==> config.mk <==
export PLATFORM = sky130hd
export DESIGN_NAME = shield_hit_detector
export DESIGN_NICKNAME = d
export VERILOG_FILES = /design/src/rtl/shield_hit_detector.sv
export SDC_FILE = /design/constraint.sdc
export NUM_CORES = 1
export LEC_CHECK = 0
export ABC_CLOCK_PERIOD_IN_PS = 2350
export BUFFER_PORTS_ARGS = -buffer_cell sky130_fd_sc_hd__buf_2
export CORE_MARGIN = 2
export CORE_UTILIZATION = 54
export CTS_CLUSTER_DIAMETER = 120
export DETAILED_ROUTE_END_ITERATION = 8
export PLACE_DENSITY = 0.75
export SETUP_SLACK_MARGIN = 0.15
export SYNTH_ARGS = -nofsm -noshare
export SYNTH_HDL_FRONTEND = slang
export SYNTH_SLANG_ARGS = --single-unit
export TNS_END_PERCENT = 20
==> constraint.sdc <==
create_clock -name clk -period 2.35 [get_ports clk]
set_clock_uncertainty 0.05 [all_clocks]
set_input_delay 0.3525 -clock clk [delete_from_list [all_inputs] [get_ports clk]]
set_output_delay 0.3525 -clock clk [all_outputs]
set_load 0.05 [all_outputs]
==> src/rtl/shield_hit_detector.sv <==
// shield_hit_detector
// Pixel-level collision detector in front of the shield bitmap. Produces
// same-cycle erase strobes (rate-limited per frame for missiles) and latches
// per-frame collision events that are reported as one-cycle pulses right
// after each startOfFrame, plus a saturating count of blocked-shot frames.
//
// There is no FSM and no handshake: the pixel stream is free-running, so the
// erase strobes are valid on every cycle and the event pulses are valid only
// on the cycle after startOfFrame.
module shield_hit_detector #(
    parameter int MAX_ERASE_PER_FRAME = 16,
    parameter int CNT_W               = 5
) (
    input  logic        clk,
    input  logic        reset,
    input  logic        startOfFrame,
    input  logic        playGame,
    input  logic        shieldDR,
    input  logic        playerMissileDR,
    input  logic        alienMissileDR,
    input  logic        alienDR,
    output logic        collisionShield,
    output logic        collisionShield_alien,
    output logic        playerShotBlocked,
    output logic        alienShotBlocked,
    output logic        aliensReachedShield,
    output logic [15:0] blockedCount
);

    localparam logic [CNT_W-1:0] maxErase = CNT_W'(MAX_ERASE_PER_FRAME);

    logic             pHit;
    logic             aHit;
    logic             bHit;
    logic             alienMissileErase;
    logic [CNT_W-1:0] pCnt;
    logic [CNT_W-1:0] aCnt;
    logic             pFlag;
    logic             aFlag;
    logic             bFlag;
    logic             pEvent;
    logic             aEvent;
    logic             bEvent;

    // Raw coincidences, erase strobes and the frame-event view that folds in a
    // hit landing on the startOfFrame cycle itself.
    always_comb begin
        pHit                  = shieldDR & playerMissileDR & playGame;
        aHit                  = shieldDR & alienMissileDR & playGame;
        bHit                  = shieldDR & alienDR & playGame;
        // Compare against the pre-increment count: the strobe at MAX-1 is the
        // last one let through in a frame.
        collisionShield       = pHit & (pCnt < maxErase);
        alienMissileErase     = aHit & (aCnt < maxErase);
        // Alien bodies are never limited, they wipe the shield completely.
        collisionShield_alien = bHit | alienMissileErase;
        pEvent                = playGame & (pFlag | pHit);
        aEvent                = playGame & (aFlag | aHit);
        bEvent                = playGame & (bFlag | bHit);
    end

    // Per-source erase counters; they stop at MAX because no strobe is issued
    // once the limit is reached.
    always_ff @(posedge clk) begin
        if (reset) begin
            pCnt <= '0;
            aCnt <= '0;
        end else if (startOfFrame) begin
            pCnt <= '0;
            aCnt <= '0;
        end else begin
            if (collisionShield) begin
                pCnt <= pCnt + CNT_W'(1);
            end
            if (alienMissileErase) begin
                aCnt <= aCnt + CNT_W'(1);
            end
        end
    end

    // Sticky per-frame event flags, independent of the erase limit; held
    // clear while no game is running.
    always_ff @(posedge clk) begin
        if (reset) begin
            pFlag <= 1'b0;
            aFlag <= 1'b0;
            bFlag <= 1'b0;
        end else if (startOfFrame || !playGame) begin
            pFlag <= 1'b0;
            aFlag <= 1'b0;
            bFlag <= 1'b0;
        end else begin
            pFlag <= pFlag | pHit;
            aFlag <= aFlag | aHit;
            bFlag <= bFlag | bHit;
        end
    end

    // One-cycle event pulses on the cycle after startOfFrame.
    always_ff @(posedge clk) begin
        if (reset) begin
            playerShotBlocked   <= 1'b0;
            alienShotBlocked    <= 1'b0;
            aliensReachedShield <= 1'b0;
        end else begin
            playerShotBlocked   <= startOfFrame & pEvent;
            alienShotBlocked    <= startOfFrame & aEvent;
            aliensReachedShield <= startOfFrame & bEvent;
        end
    end

    // Saturating count of frames in which any shot was blocked.
    always_ff @(posedge clk) begin
        if (reset) begin
            blockedCount <= '0;
        end else if (startOfFrame && (pEvent || aEvent) && (blockedCount != 16'hFFFF)) begin
            blockedCount <= blockedCount + 16'd1;
        end
    end

endmodule
==> metrics.md <==
| Metric | Value |
|---|---|
| First-pass GRT wire length | `5330 um` |
| GRT Overall Usage | `0.208` |
| Die Ht | `57.3 um` |
| Commonest non-fill, non-tap cells in the layout | `dfxtp_1 (32), buf_2 (28), nor2_1 (19), a21oi_1 (16), nand2_1 (14)` |
| Post-CTS setup buffers | `0` |
| Top cells by area in the synthesized netlist | `dfxtp_1 (42%), a21oi_1 (5.2%), nor2_1 (4.6%)` |
| Vias/cell | `5.94` |
| Root Buffer | `clkbuf_4` |
| Seq cells post-synth | `32` |
| Highest metal used | `met4` |
| Syn Area/Cell | `8.88 um2` |
| # diodes | `0` |
| Synth warn | `0` |
| Routed WL | `3170 um` |
| Port Buffers | `28` |
| Power consumption | `894 uW` |
| Fin crit period | `1.89 ns` |
| Seq/Total Area, Yosys | `0.417` |
| Final WS setup | `0.459 ns` |
| Vias in the first global route | `1247` |
| DR pass1 iterations | `4` |
| Synthesized cell area | `1540 um2` |
| CTS Hold Buffers Added | `0` |
| Arr. time, crit path | `2.07 ns` |
| Fin area | `1700 um2` |
| CTS tree | `yes` |
| Synth unique cells | `44` |
| CP endpoint kind | `flop` |
| DR WL met3 | `137 um` |
| Die width | `57.3 um` |
| Pre-CTS WS | `0.378 ns` |
| Layout Nets | `211` |
| Detailed placement HPWL | `2300 um` |
| Row count | `19` |
| Core area | `2730 um2` |
| Starting Density | `0.562` |
| Slew HR | `0.702` |
| Syn nets | `184` |
| Power per cell area | `524 nW/um2` |
| Fin crit share | `0.805` |
| DR WL met2 | `1550 um` |
| Pin count of the biggest net entering global routing | `25` |
| Top-area cell type share of the netlist area | `0.417` |
| Worst-Margin Slew | `0.445 ns` |
| Worst Path Required | `2.53 ns` |
| Slew Limit Fails | `0` |
| Final setup fails | `0` |
| Layout cells sized above 1 | `0.245` |
| Max Clock Freq | `529 MHz` |
| HP Class | `input port to flop` |
| Status | `finished, final reports clean` |
| Clock tree buffer depth | `2` |
| Fillers | `249` |
| Placed Area | `1660 um2` |
| Commonest non-fill, non-tap cell in the layout | `dfxtp_1` |
| VDD IR-drop max | `422 uV` |
| Setup_tns | `0 ns` |
| FFs w/ async S/R, synth | `0` |
| Number of synthesized flops with an enable pin | `0` |
| DRC | `0` |
| Largest fanout on the critical path | `7` |
| Top_reg_cell synth | `dfxtp_1` |
| Top-level I/O count | `29` |
| Max-cap violations | `0` |
| Hold Fails Final Rpt | `0` |
| Reg clk slew, reported paths | `0.09 ns` |
| CTS resizes | `0` |
| Congestion Overflow GR | `0` |
| Launching element type of the critical path | `flop` |
| WS Path Type | `flop to flop` |
| Met1 wire length | `1430 um` |
| RSZ-0062 raised after global routing | `false` |
| Num CTS Buffers | `5` |
| H-tree levels | `2` |
| Area leader, netlist | `dfxtp_1` |
| Initial antenna violation count | `0` |
| Area grow syn2layout | `10.9%` |
| 1st-iter DRT viols | `49` |
| DRT antenna net count | `0` |
| Routed wire per std cell | `13.7 um` |
| Cell count after synthesis | `173` |
| CTS Sinks | `32` |
| Die area | `3290 um2` |
| Clock latency on the worst-skew pair | `0.33 ns` |
| Routed vias | `1373` |
| RePlAce Congestion | `0.826` |
| LEAKAGE | `0.650 nW` |
| FF+latch area | `641 um2` |
| Area of the multi-input gates | `816 um2` |
[logic make-up (layout without fill, tap and decap cells)]
kind of cell | count (synthesis) | in the layout | share of synthesized area
buffers and inverters | 12 | 39 | 0.0521
adders and majority gates | 3 | 3 | 0.0244
and+or+nand+nor | 78 | 78 | 0.282
xor gates and xnor gates | 6 | 6 | 0.0342
AOI/OAI and AO/OA | 38 | 38 | 0.162
DFF | 32 | 32 | 0.417
muxes | 4 | 4 | 0.0285
[synthesized netlist by cell type (2+ instances only)]
cell	n
or2_2	2
nor3_1	5
xnor2_1	2
buf_4	2
buf_6	3
a21oi_1	16
nor2_1	19
xor2_1	4
o21ai_0	5
a41oi_1	2
mux2_2	3
nand4_1	5
o31ai_1	7
clkbuf_1	3
dfxtp_1	32
or4_1	6
nor2b_1	2
nand3_1	7
nand2_1	14
inv_1	2
ha_1	3
nor4_1	3
or3_1	5
[worst paths after layout]
check / start / end / slack [ns] / cells past startpoint
worst min register to register: bFlag / bFlag / 0.43 / 2
worst max register to register: blockedCount[6] / blockedCount[14] / 0.46 / 4
worst max-delay path: blockedCount[6] / blockedCount[14] / 0.46 / 4
worst min-delay path: alienDR / bFlag / 0.26 / 3
[through the flow]
| stage | std cells | hold slack (ns) | utilization |
|---|---|---|---|
| after floorplan | 173 | 0.374 | - |
| after global placement | 224 | 0.403 | 0.606 |
| after detailed placement | 224 | 0.407 | 0.606 |
| after CTS | 231 | 0.251 | 0.623 |
| after global routing | 231 | 0.286 | 0.623 |
| final | 231 | 0.259 | 0.623 |
[flip-flops by register name, summed over array words and instances (netlist names)]
name	cells
playerShotBlocked	1
aliensReachedShield	1
bFlag	1
blockedCount	16
pFlag	1
aFlag	1
pCnt	5
alienShotBlocked	1
aCnt	5
[worst max-delay path, stage by stage (launching register included)]
cell and delay [ns]:
dfxtp_1 0.45, nand4_2 0.18, or3_1 0.45, nor4_1 0.29, mux2_2 0.36
[final cells by class]
cell class | instances | share of cell area
inverter | 2 | 0.00441
clock buffer | 6 | 0.0242
multi-input combinational | 129 | 0.479
sequential | 32 | 0.376
timing repair buffer | 30 | 0.0910
clock inverter | 1 | 0.00294
tap | 31 | 0.0228
[routing by layer]
| layer | global-route usage | vias up |
|---|---|---|
| met4 | 0.0963 | 0 |
| met3 | 0.0499 | 9 |
| met2 | 0.341 | 29 |
| met1 | 0.257 | 643 |
| met5 | 0 | - |
| li1 | - | 692 |
[power by group]
group	switching, mW	internal, mW	leakage [nW]
combinational	0.0421	0.0169	0.364
sequential	0.00252	0.545	0.258
clock	0.177	0.110	0.0281
total	0.221	0.672	0.650
(Power assumes the default switching activity.)
